==> src/rtl/alu_opb_pkg.sv <==
// Shared source codes for the operand-B select stage.
// The codes travel with each buffered operand and appear on out_src.
package alu_opb_pkg;

    localparam int SRC_W = 3;

    typedef enum logic [SRC_W-1:0] {
        SRC_REG     = 3'd0,
        SRC_IMM6    = 3'd1,
        SRC_IMM3    = 3'd2,
        SRC_FWD_EX  = 3'd3,
        SRC_FWD_MEM = 3'd4
    } src_t;

endpackage

==> src/rtl/opb_skid_buf.sv <==
// Two-entry valid/ready skid buffer with flush. Entry0 drives the outputs.
// Entry1 only fills when entry0 is stalled and a new word arrives.
module opb_skid_buf #(
    parameter int W = 19
) (
    input  logic         clk,
    input  logic         rst_n,
    input  logic         flush,
    input  logic         in_valid,
    output logic         in_ready,
    input  logic [W-1:0] in_data,
    output logic         out_valid,
    input  logic         out_ready,
    output logic [W-1:0] out_data
);

    logic         v0, v1;
    logic [W-1:0] d0, d1;
    logic         accept, consume;

    assign in_ready  = !v1;
    assign accept    = in_valid && !v1 && !flush;
    assign consume   = v0 && out_ready;
    assign out_valid = v0;
    assign out_data  = d0;

    // NOTE: sequential state uses non-blocking assignments so every register samples pre-edge values.
    always_ff @(posedge clk) begin
        if (!rst_n) begin
            v0 <= 1'b0;
            v1 <= 1'b0;
            d0 <= '0;
        end else if (flush) begin
            v0 <= 1'b0;
            v1 <= 1'b0;
        end else if (consume || !v0) begin
            // Entry0 frees up this edge: promote entry1 first to keep order.
            if (v1) begin
                d0 <= d1;
                v1 <= accept;
            end else begin
                v0 <= accept;
                if (accept) d0 <= in_data;
            end
        end else if (accept) begin
            v1 <= 1'b1;
        end
    end

    // NOTE: the entry1 payload needs no reset; its valid bit alone decides whether it is ever read.
    always_ff @(posedge clk) begin
        if (accept && v0 && !(consume && !v1)) d1 <= in_data;
    end

endmodule

==> src/rtl/alu_opb_stage.sv <==
// Registered operand-B select: immediates, EX/MEM forwarding, register value.
// Forwarding is compiled in only when OPB_FORWARD_EN is defined.
module alu_opb_stage
    import alu_opb_pkg::*;
#(
    parameter int DATA_W = 16,
    parameter int IMM6_W = 6,
    parameter int IMM3_W = 3,
    parameter int REG_AW = 3
) (
    input  logic              clk,
    input  logic              rst_n,
    input  logic              flush,
    input  logic              in_valid,
    output logic              in_ready,
    input  logic              imm_Control_6,
    input  logic              imm_Control_3,
    input  logic              imm_signed,
    input  logic [IMM6_W-1:0] imm6,
    input  logic [IMM3_W-1:0] imm3,
    input  logic [REG_AW-1:0] rs2_addr,
    input  logic [DATA_W-1:0] rs2ValueReg,
    input  logic              fwd_ex_valid,
    input  logic [REG_AW-1:0] fwd_ex_addr,
    input  logic [DATA_W-1:0] fwd_ex_data,
    input  logic              fwd_mem_valid,
    input  logic [REG_AW-1:0] fwd_mem_addr,
    input  logic [DATA_W-1:0] fwd_mem_data,
    output logic              out_valid,
    input  logic              out_ready,
    output logic [DATA_W-1:0] rs2Value,
    output logic [2:0]        out_src,
    output logic              sel_conflict
);

    localparam int PAY_W = DATA_W + SRC_W;

    logic [DATA_W-1:0] imm6_ext, imm3_ext, sel_data;
    src_t              sel_src;
    logic              skid_ready, accept;
    logic [PAY_W-1:0]  out_payload;

    assign imm6_ext = imm_signed ? {{(DATA_W-IMM6_W){imm6[IMM6_W-1]}}, imm6}
                                 : {{(DATA_W-IMM6_W){1'b0}}, imm6};
    assign imm3_ext = imm_signed ? {{(DATA_W-IMM3_W){imm3[IMM3_W-1]}}, imm3}
                                 : {{(DATA_W-IMM3_W){1'b0}}, imm3};

`ifdef OPB_FORWARD_EN
    // Register 0 is hard-wired, so it is never a forwarding target.
    logic ex_hit, mem_hit;
    assign ex_hit  = fwd_ex_valid  && (fwd_ex_addr  == rs2_addr) && (rs2_addr != '0);
    assign mem_hit = fwd_mem_valid && (fwd_mem_addr == rs2_addr) && (rs2_addr != '0);
`else
    logic unused_fwd;
    assign unused_fwd = ^{fwd_ex_valid, fwd_ex_addr, fwd_ex_data,
                          fwd_mem_valid, fwd_mem_addr, fwd_mem_data, rs2_addr};
`endif

    // NOTE: defaults first in always_comb so no path leaves a signal unassigned (no latch).
    always_comb begin
        sel_src  = SRC_REG;
        sel_data = rs2ValueReg;
        if (imm_Control_6) begin
            sel_src  = SRC_IMM6;
            sel_data = imm6_ext;
        end else if (imm_Control_3) begin
            sel_src  = SRC_IMM3;
            sel_data = imm3_ext;
        end
`ifdef OPB_FORWARD_EN
        else if (ex_hit) begin
            sel_src  = SRC_FWD_EX;
            sel_data = fwd_ex_data;
        end else if (mem_hit) begin
            sel_src  = SRC_FWD_MEM;
            sel_data = fwd_mem_data;
        end
`endif
    end

    assign in_ready = rst_n && skid_ready;
    assign accept   = in_valid && in_ready && !flush;

    always_ff @(posedge clk) begin
        if (!rst_n)                                       sel_conflict <= 1'b0;
        else if (accept && imm_Control_6 && imm_Control_3) sel_conflict <= 1'b1;
    end

    opb_skid_buf #(.W(PAY_W)) u_skid (
        .clk       (clk),
        .rst_n     (rst_n),
        .flush     (flush),
        .in_valid  (in_valid),
        .in_ready  (skid_ready),
        .in_data   ({sel_src, sel_data}),
        .out_valid (out_valid),
        .out_ready (out_ready),
        .out_data  (out_payload)
    );

    assign rs2Value = out_payload[DATA_W-1:0];
    assign out_src  = out_payload[PAY_W-1:DATA_W];

endmodule

==> config.mk <==
export PLATFORM = sky130hd
export DESIGN_NAME = alu_opb_stage
export DESIGN_NICKNAME = d
export VERILOG_FILES = /design/src/rtl/alu_opb_pkg.sv /design/src/rtl/opb_skid_buf.sv /design/src/rtl/alu_opb_stage.sv
export SDC_FILE = /design/constraint.sdc
export NUM_CORES = 1
export LEC_CHECK = 0
export BUFFER_PORTS_ARGS = -buffer_cell sky130_fd_sc_hd__buf_2
export CAP_MARGIN = 5
export CELL_PAD_IN_SITES_DETAIL_PLACEMENT = 1
export CELL_PAD_IN_SITES_GLOBAL_PLACEMENT = 1
export CORE_ASPECT_RATIO = 0.75
export CORE_MARGIN = 10
export CORE_UTILIZATION = 36
export DETAILED_ROUTE_END_ITERATION = 10
export PLACE_DENSITY_LB_ADDON = 0.12
export SLEW_MARGIN = 20
export SYNTH_ARGS = -nofsm -noshare
export SYNTH_HDL_FRONTEND = slang
export SYNTH_HIERARCHICAL = 1
export SYNTH_SLANG_ARGS = --single-unit
==> constraint.sdc <==
create_clock -name clk -period 6.7 [get_ports clk]
set_input_delay 0 -clock clk [delete_from_list [all_inputs] [get_ports clk]]
set_output_delay 0 -clock clk [all_outputs]
set_load 0.01 [all_outputs]
-- Word-level counts from Yosys, hierarchy flattened
Index checks and enable logic that the tools add are counted.
W data, S select, Z words.
- output and inout port bits: 22
- latch bits: 0
- memories: 0
- bits in read-only memories: 0
- RAM bits: 0
- flip-flop bits (word level): 41
- bits of input ports: 76
- word-level logic and storage cells: 40
- multiply operators: 0
- bitwise logic cells: 3
- add/sub/neg operators: 0
- reduce and logical (&&, ||, !) cells: 21
- multiplexer cells: 11
- shift-type cells: 0
- $lt $le $gt $ge: 0
- divide/modulo/power cells: 0
- eq/ne operators: 0
- operators with widths (operator ; number):
    $mux W16 ; 4
    $mux W19 ; 2
    $logic_and A1 B1 Y1 ; 11
    $logic_not A1 Y1 ; 4
    $mux W2 ; 2
    $reduce_bool A2 Y1 ; 2
    $mux W1 ; 3
    $not A1 Y1 ; 3
    $reduce_and A3 Y1 ; 1
    $reduce_and A2 Y1 ; 1
    $reduce_or A2 Y1 ; 1
    $logic_or A1 B1 Y1 ; 1

-- Longest topological paths before layout
Gate-level depths: netlist of run 1.
- depth in word-level cells: 6
- depth in mapped cells: 6
- gate-level depth less buffers: 5

-- Modules after synthesis
Netlist of run 1, hierarchy kept.
- by module, submodules not included (module ; times used ; area an instance (um^2) ; cells each ; sequential area each (um^2)):
    opb_skid_buf ; 1 ; 1599.0 ; 120 ; 991.0
    alu_opb_stage ; 1 ; 369.1 ; 53 ; 20.0

-- Worst setup path after synthesis of run 1
No wires, ideal clock.
- path type: flip-flop to flip-flop
- from: reg u_skid.v0 (netlist: u_skid/out_valid)
- to: reg u_skid.d1[0] (enable)
- arrival: 2076 ps
- period minus slack after synthesis: 2495 ps
- library setup time: 419 ps
- cell stages (with the launch flop): 4
- data required time: 6281 ps
- slack: 4205 ps
- path buffers: 1
- path through: dfxtp_1 -> nand2b_1 -> clkbuf_1 -> nor3_1
- cells in the longest elaborated chain, start to end: 4
- elaborated cells between the ends (all ways): 5
- classes of those cells: reduce/logical (5)
- RTL lines (item ; line ; text):
    from (decl) ; opb_skid_buf.sv:17 ; logic v0, v1;
    from (signal assigned) ; opb_skid_buf.sv:42 ; v0 <= accept;
    $logic_and A1 B1 Y1 ; opb_skid_buf.sv:23 ; assign consume = v0 && out_ready;
    $logic_and A1 B1 Y1 ; opb_skid_buf.sv:52 ; if (accept && v0 && !(consume && !v1)) d1 <= in_data;
    $logic_not A1 Y1 ; opb_skid_buf.sv:52 ;
    $logic_and A1 B1 Y1 (*) ; opb_skid_buf.sv:52 ;
    to (signal assigned) ; opb_skid_buf.sv:52 ;
    to (decl) ; opb_skid_buf.sv:18 ; logic [W-1:0] d0, d1;
Mark *: on every way between the ends. The rest lies on a longest branch, timed or not.
A chain may end at the register's enable or synchronous reset.

-- Worst setup path in the final report of run 1
- from: reg u_skid.v1
- to: reg u_skid.d0[18] (netlist: u_skid/out_data[18])
- cells in the longest elaborated chain, start to end: 5
- elaborated cells between the ends (all ways): 6
- classes of those cells: mux (1); reduce/logical (5)
- RTL lines (item ; line ; text):
    from (decl) ; opb_skid_buf.sv:17 ;
    from (signal assigned) ; opb_skid_buf.sv:40 ; v1 <= accept;
    $logic_not A1 Y1 ; opb_skid_buf.sv:22 ; assign accept = in_valid && !v1 && !flush;
    $logic_and A1 B1 Y1 (2 in a row) ; opb_skid_buf.sv:22 ;
    $reduce_bool A2 Y1 (no line) ; n/a ;
    $reduce_and A3 Y1 (no line) ; n/a ;
    to (signal assigned) ; opb_skid_buf.sv:43 ; if (accept) d0 <= in_data;
    to (decl) ; opb_skid_buf.sv:18 ;
Several ways; a longest one is shown, not always the timed one.

==> impl_metrics.env, run 1 <==
export IMPL_synth_top_area_cell="edfxtp_1"
export IMPL_ff_latch_area_sq_mm=0.00101
export IMPL_via_per_inst=5.01
export IMPL_clk_latency_ns=0.28
export IMPL_num_vias=1497
export IMPL_grt_max_degree=24
export IMPL_drt_iter0_markers=71
export IMPL_area_growth_pct=19.6
export IMPL_num_fill_cells=615
export IMPL_grt_usage_pct=11.6
export IMPL_cp_required_ns=6.93
export IMPL_synth_avg_cell_area_sq_um=11.4
export IMPL_layout_common_cells="buf_2, mux2i_1, dfxtp_1"
export IMPL_num_rows=23
export IMPL_pre_cts_slack_ns=4.22
export IMPL_antenna_found_initial=0
export IMPL_drive_above_1_share_pct=29.9
export IMPL_synth_edff_count=19
export IMPL_crit_path_end_kind="flip-flop"
export IMPL_fin_skew_ns=0.00414
export IMPL_synthCells=173
export IMPL_multiInputGateArea_sq_um=818
export IMPL_drt_first_pass_iters=4
export IMPL_wl_per_cell_microns=16.7
export IMPL_yosysWarnings=6
export IMPL_max_slew_margin_pct=45.5
export IMPL_chipHeight_microns=84.0
export IMPL_cts_buffers=5
export IMPL_outcome="complete, no violations"
export IMPL_core_sq_mm=0.00532
export IMPL_cts_sinks=41
export IMPL_rsz0062_at_grt="no"
export IMPL_cp_data_arrival_time_ns=2.74
export IMPL_synth_async_reset_ratio_pct=0
export IMPL_gp_congestion=0.739
export IMPL_setup_tns_ns=0
export IMPL_finalMaxSlewViolations=0
export IMPL_whs_ns=0.0332
export IMPL_finalSetupViolations=0
export IMPL_ys_ff_latch=41
export IMPL_fin_nets=300
export IMPL_yosys_area_top_type_share_pct=29.0
export IMPL_htree_num_levels=2
export IMPL_tritoncts="yes"
export IMPL_layout_commonest_cell="buf_2"
export IMPL_diodes=0
export IMPL_worst_slew_pin_slew_ns=0.817
export IMPL_finalInstanceArea_sq_mm=0.00235
export IMPL_period_share_pct=37.6
export IMPL_crit_path_start_kind="flip-flop"
export IMPL_power_total_uw=508
export IMPL_crit_type="flip-flop to flip-flop"
export IMPL_p_per_area_mw_per_mm2=216
export IMPL_period_minus_slack_ns=2.52
export IMPL_ys_seq_area_share_pct=51.4
export IMPL_cap_violations=0
export IMPL_min_path_type="input pin to flip-flop"
export IMPL_path_clk_slew_ns=0.08
export IMPL_clockRootBuffer="clkbuf_8"
export IMPL_syn_area_sq_mm=0.00197
export IMPL_hold_violations=0
export IMPL_cts_resized=0
export IMPL_ant_nets=0
export IMPL_synth_flop_cell="dfxtp_1"
export IMPL_vdd_drop_max_v=0.0000617
export IMPL_io_buffers=54
export IMPL_leakage_nw=1.14
export IMPL_fmax_mhz=397
export IMPL_placed_cell_area_sq_mm=0.00225
export IMPL_clock_path_buffers=2
export IMPL_grt_pass1_wl_microns=8560
export IMPL_synth_area_top_cells="edfxtp_1, dfxtp_1, mux2i_1"
export IMPL_grt_pass1_vias=1652
export IMPL_grt_overflow_total=0
export IMPL_hpwl_microns=3690
export IMPL_ios=98
export IMPL_die_area_sq_mm=0.00886
export IMPL_start_util_pct=37.0
export IMPL_ys_types=30
export IMPL_path_max_fanout=23
export IMPL_die_w_microns=105
export IMPL_drc_errors=0
export IMPL_fin_ws_ns=4.18
export IMPL_wl_microns=5000
cells in the mapped netlist (2+ instances only):
cell and instances:
nor3_1 2, clkbuf_1 3, o211a_1 19, o21ai_0 3, nand2_1 6, mux2i_1 22, dfxtp_1 22, inv_1 11
buf_6 6, edfxtp_1 19, nand2b_1 2, o31a_1 3, o211ai_1 10, nand3_1 20, buf_2 4, or2b_1 3
nor2b_1 4, and2_1 2
worst paths after layout:
path	start	endpoint	slack, ns	cells past startpoint
worst max-delay path	u_skid/v1	u_skid/out_data[18]	4.18	3
worst min-delay path	in_valid	u_skid/v1	0.03	3
worst max register to register	u_skid/v1	u_skid/out_data[18]	4.18	3
worst min register to register	u_skid/out_data[11]	u_skid/out_data[11]	0.50	1
flip-flops by register name, summed over array words and instances, names as in the netlist:
name              cells
u_skid/v1             1
u_skid/d1            19
u_skid/out_data      19
u_skid/out_valid      1
sel_conflict          1
final cells by class:
class / count / area share (%)
well taps: 75 / 3.99
inverters: 12 / 1.91
flip-flops and latches: 41 / 43.0
clock buffers: 7 / 3.67
repair buffers: 57 / 12.7
multi-input cells: 107 / 34.8
metal layers:
| layer | part of all wire, % | global-route usage, % | vias up |
|---|---|---|---|
| li1 | - | - | 734 |
| met1 | 50 | 15.3 | 722 |
| met2 | 44 | 17.7 | 39 |
| met3 | 4.6 | 3.40 | 2 |
| met4 | 0.82 | 3.73 | 0 |
| met5 | 0 | 0 | - |
power by group:
group | total [mW] | internal [mW] | switching (mW)
combinational | 0.0710 | 0.0318 | 0.0392
sequential | 0.277 | 0.272 | 0.00465
clock | 0.161 | 0.0818 | 0.0789
total | 0.508 | 0.385 | 0.123
logic make-up after synthesis:
family	after synthesis	synth area share, %
AND/OR/NAND/NOR	44	12.5
flip-flops	41	51.4
AO/OA/AOI/OAI	39	17.2
buffers and inverters	26	7.50
multiplexers	22	11.2
other	1	0.191
critical path, stage by stage, from the launching register on:
cell and delay (ns):
dfxtp_2 0.78, o21ba_1 0.70, and2_1 0.74, o211a_1 0.23
metrics by stage:
stage / util [%] / instances
after floorplan: - / 174
after global placement: 42.2 / 290
after detailed placement: 42.2 / 290
after CTS: 44.2 / 299
after global routing: 44.2 / 299
final: 44.2 / 299
what timing repair did:
action | CTS | global route
hold buffers | 2 | 0
endpoints found under the hold margin | 1 | 0
buffers inserted | 0 | 0
(Power assumes the default switching activity.)
==> inputs of run 2 (changes only) <==
- CORE_UTILIZATION: 36 -> 30
- clock period: 6.7 -> 2.1 ns (I/O delays scaled with it)
==> impl_metrics.env, run 2 (synthesis gave the netlist of run 1 again) <==
export IMPL_min_path_type="input pin to flip-flop"
export IMPL_layout_common_cells="buf_2, mux2i_1, dfxtp_1"
export IMPL_fin_ws_ns=0.421
export IMPL_outcome="complete, no violations"
export IMPL_ios=98
export IMPL_cp_data_arrival_time_ns=1.91
export IMPL_fin_skew_ns=0.00308
export IMPL_crit_path_start_kind="flip-flop"
export IMPL_start_util_pct=31.0
export IMPL_tritoncts="yes"
export IMPL_worst_slew_pin_slew_ns=0.757
export IMPL_crit_path_end_kind="flip-flop"
export IMPL_die_w_microns=114
export IMPL_hpwl_microns=3900
export IMPL_fin_nets=302
export IMPL_p_per_area_mw_per_mm2=721
export IMPL_num_fill_cells=722
export IMPL_wl_per_cell_microns=16.8
export IMPL_leakage_nw=1.16
export IMPL_setup_tns_ns=0
export IMPL_ant_nets=0
export IMPL_diodes=0
export IMPL_max_slew_margin_pct=49.5
export IMPL_io_buffers=54
export IMPL_vdd_drop_max_v=0.000247
export IMPL_period_share_pct=80.0
export IMPL_layout_commonest_cell="buf_2"
export IMPL_area_growth_pct=21.6
export IMPL_cp_slowest_stage_delay_ns=0.62
export IMPL_cts_resized=0
export IMPL_fmax_mhz=596
export IMPL_grt_max_degree=24
export IMPL_path_max_fanout=19
export IMPL_grt_pass1_vias=1652
export IMPL_cap_violations=0
export IMPL_finalSetupViolations=0
export IMPL_clockRootBuffer="clkbuf_8"
export IMPL_clk_latency_ns=0.29
export IMPL_grt_usage_pct=10.1
export IMPL_path_clk_slew_ns=0.08
export IMPL_clock_path_buffers=2
export IMPL_period_minus_slack_ns=1.68
export IMPL_num_vias=1506
export IMPL_rsz0062_at_grt="no"
export IMPL_core_sq_mm=0.00635
export IMPL_pre_cts_slack_ns=0.379
export IMPL_via_per_inst=4.89
export IMPL_htree_num_levels=2
export IMPL_drt_iter0_markers=48
export IMPL_cp_required_ns=2.33
export IMPL_chipHeight_microns=90.1
export IMPL_slowest_stage="and2_1"
export IMPL_cts_sinks=41
export IMPL_path_delay_family="simple AND/OR/NAND/NOR gates"
export IMPL_crit_chain="o21ba_1 -> and2_1 -> o211a_1"
export IMPL_cts_buffers=5
export IMPL_drive_above_1_share_pct=30.4
export IMPL_num_rows=25
export IMPL_cp_num_buf_inv=0
export IMPL_die_area_sq_mm=0.0102
export IMPL_grt_overflow_total=0
export IMPL_wl_microns=5170
export IMPL_hold_violations=0
export IMPL_drc_errors=0
export IMPL_crit_type="flip-flop to flip-flop"
export IMPL_finalMaxSlewViolations=0
export IMPL_gp_congestion=0.738
export IMPL_antenna_found_initial=0
export IMPL_grt_pass1_wl_microns=8450
export IMPL_drt_first_pass_iters=4
[run 2: final timing paths]
| path | from | slack, ns | to | depth (start not counted) |
|---|---|---|---|---|
| setup / recovery | u_skid/v1 | 0.42 | u_skid/out_data[4] | 3 |
| hold / removal | in_valid | 0.02 | u_skid/v1 | 3 |
| setup reg to reg | u_skid/v1 | 0.42 | u_skid/out_data[4] | 3 |
| hold reg to reg | sel_conflict | 0.48 | sel_conflict | 2 |
[run 2: layout make-up]
class / instances / area [sq um] / share of cell area [%]
clock inverters: 2 / 33.8 / 1.41
inverters: 12 / 45.0 / 1.88
flip-flops and latches: 41 / 1010 / 42.3
repair buffers: 59 / 310 / 13.0
well taps: 81 / 101 / 4.24
clock buffers: 6 / 72.6 / 3.03
multi-input cells: 107 / 818 / 34.2
[run 2: metal layers]
layer	up-vias	global-route usage [%]	part of all wire [%]
met5	-	0	0
met4	0	3.48	0.93
met3	4	3.59	6.8
met2	41	15.8	44
met1	722	12.6	48
li1	739	-	-
[run 2: timing repair]
action	in CTS	in global routing
setup buffers	0	0
hold buffers	1	0
endpoints found under the hold margin	1	0
endpoints found under the setup margin	0	0
[run 2: worst reg2reg max path, delay by kind of cell (launching register included)]
family,cells,cell delay (ns)
AOI/OAI and AO/OA,2,0.44
DFF,1,0.56
and+or+nand+nor,1,0.62
[run 2: stage by stage]
| stage | hold WS, ns | utilization, % | cell area [sq um] | total power [mW] | instances |
|---|---|---|---|---|---|
| floorplan | 0.0959 | - | 1980 | 1.04 | 174 |
| global placement | 0.240 | 35.8 | 2280 | 1.12 | 299 |
| detailed placement | 0.267 | 35.8 | 2280 | 1.13 | 299 |
| CTS | 0.00562 | 37.7 | 2390 | 1.76 | 308 |
| global route | 0.0195 | 37.7 | 2390 | 1.81 | 308 |
| finish | 0.0179 | 37.7 | 2390 | 1.72 | 308 |
[run 2: where the power goes]
part	switching, mW	internal, mW
registers	0.0150	0.868
logic	0.126	0.103
clock network	0.261	0.351
total	0.403	1.32
==> inputs of run 3 (changes only) <==
- clock period: 2.1 -> 1.4 ns (I/O delays scaled with it)
==> impl_metrics.env, run 3 (synthesis gave the netlist of run 1 again) <==
export IMPL_drt_iter0_markers=62
export IMPL_layout_commonest_cell="buf_2"
export IMPL_via_per_inst=4.88
export IMPL_ios=98
export IMPL_die_area_sq_mm=0.0102
export IMPL_final_util_pct=38.4
export IMPL_pre_cts_slack_ns=-0.0245
export IMPL_antenna_found_initial=0
export IMPL_gp_congestion=0.701
export IMPL_grt_pass1_vias=1696
export IMPL_vdd_drop_max_v=0.000364
export IMPL_area_growth_pct=23.9
export IMPL_htree_num_levels=2
export IMPL_fmax_mhz=772
export IMPL_start_util_pct=31.0
export IMPL_slowest_stage="dlygate4sd3_1"
export IMPL_finalSetupViolations=0
export IMPL_drt_first_pass_iters=4
export IMPL_period_minus_slack_ns=1.30
export IMPL_min_path_type="input pin to flip-flop"
export IMPL_cts_buffers=5
export IMPL_grt_use_met1_pct=12.7
export IMPL_drc_errors=0
export IMPL_setup_tns_ns=0
export IMPL_top_usage_layer="met2"
export IMPL_wl_per_cell_microns=16.6
export IMPL_clockRootBuffer="clkbuf_8"
export IMPL_drive_above_1_share_pct=33.3
export IMPL_num_vias=1522
export IMPL_hold_violations=0
export IMPL_num_rows=25
export IMPL_grt_pass1_wl_microns=8470
export IMPL_power_total_mw=2.42
export IMPL_path_max_fanout=19
export IMPL_fin_nets=306
export IMPL_leakage_nw=1.18
export IMPL_num_fill_cells=734
export IMPL_finalMaxSlewViolations=0
export IMPL_diodes=0
export IMPL_path_clk_slew_ns=0.08
export IMPL_cp_slowest_stage_delay_ns=0.53
export IMPL_cp_data_arrival_time_ns=1.53
export IMPL_hpwl_microns=3970
export IMPL_crit_type="input pin to flip-flop"
export IMPL_grt_use_met3_pct=3.32
export IMPL_grt_overflow_total=0
export IMPL_outcome="complete, no violations"
export IMPL_crit_path_end_kind="flip-flop"
export IMPL_tritoncts="yes"
export IMPL_period_share_pct=92.6
export IMPL_core_sq_mm=0.00635
export IMPL_cap_violations=0
export IMPL_io_buffers=54
export IMPL_use_met2_pct=15.4
export IMPL_crit_path_start_kind="input pin"
export IMPL_cts_setup_buffers=0
export IMPL_layout_common_cells="buf_2, mux2i_1, dfxtp_1"
export IMPL_rsz0062_at_grt="no"
export IMPL_die_w_microns=114
export IMPL_ant_nets=0
export IMPL_grt_usage_pct=10.0
export IMPL_wl_microns=5170
export IMPL_fin_ws_ns=0.104
export IMPL_p_per_area_mw_per_mm2=992
export IMPL_chipHeight_microns=90.1
export IMPL_crit_chain="dlygate4sd3_1 -> buf_2 -> o21ba_1 -> and2_2 -> o211a_1"
export IMPL_multiInputGateArea_sq_um=841
export IMPL_ff_latch_area_sq_mm=0.00101
export IMPL_clk_latency_ns=0.29
export IMPL_fin_skew_ns=0.00247
export IMPL_cp_required_ns=1.63
export IMPL_clock_path_buffers=2
export IMPL_grt_max_degree=24
export IMPL_cts_sinks=41
==> run 3: cell count changes in the layout (fill, tap and decap cells not counted), sizes merged <==
cell / previous run / this run
clkbuf: 6 / 5
buf: 58 / 62
clkinv: 1 / 3
bufinv: 1 / 0
==> run 3: per-layer routing <==
metal  up-vias  part of all wire (%)
met5         -                     0
met4         0                   1.3
met3         4                   5.6
met2        40                    44
met1       730                    49
li1        748                     -
==> run 3: through the flow <==
step	std cells	instance area, sq um	hold slack (ns)
floorplan	174	2020	0.0959
global placement	303	2350	0.269
detailed placement	303	2350	0.289
CTS	312	2440	0.0194
global route	312	2440	0.0206
finish	312	2440	0.0227
==> run 3: critical path: cells and delay by family <==
kind / cells / cell delay (ns)
buffers and inverters: 2 / 0.69
AOI/OAI and AO/OA: 2 / 0.43
and+or+nand+nor: 1 / 0.40
==> run 3: power breakdown <==
group	internal, mW	switching, mW	leakage, nW	total (mW)
Combinational	0.163	0.192	0.787	0.355
Sequential	1.30	0.0228	0.352	1.32
Clock	0.336	0.406	0.0430	0.742
==> run 3: cell type report <==
type	instances	share of cell area, %
flip-flops and latches	41	41.6
multi-input cells	107	34.5
repair buffers	63	14.5
well taps	81	4.16
clock buffers	5	2.82
inverters	12	1.95
clock inverters	3	0.513
==> run 3: repair_timing <==
| action | CTS | global route |
|---|---|---|
| hold buffers | 1 | 0 |
| endpoints found under the setup margin | 19 | 0 |
| hold endpoints to repair | 1 | 0 |
| resized for setup | 1 | 0 |
==> run 3: final timing paths <==
kind / start / endpoint / slack [ns] / cells past startpoint
setup / recovery: flush / u_skid/out_data[4] / 0.10 / 5
hold / removal: in_valid / u_skid/out_valid / 0.02 / 3
setup reg to reg: u_skid/v1 / u_skid/d1[17] / 0.14 / 5
hold reg to reg: sel_conflict / sel_conflict / 0.48 / 2
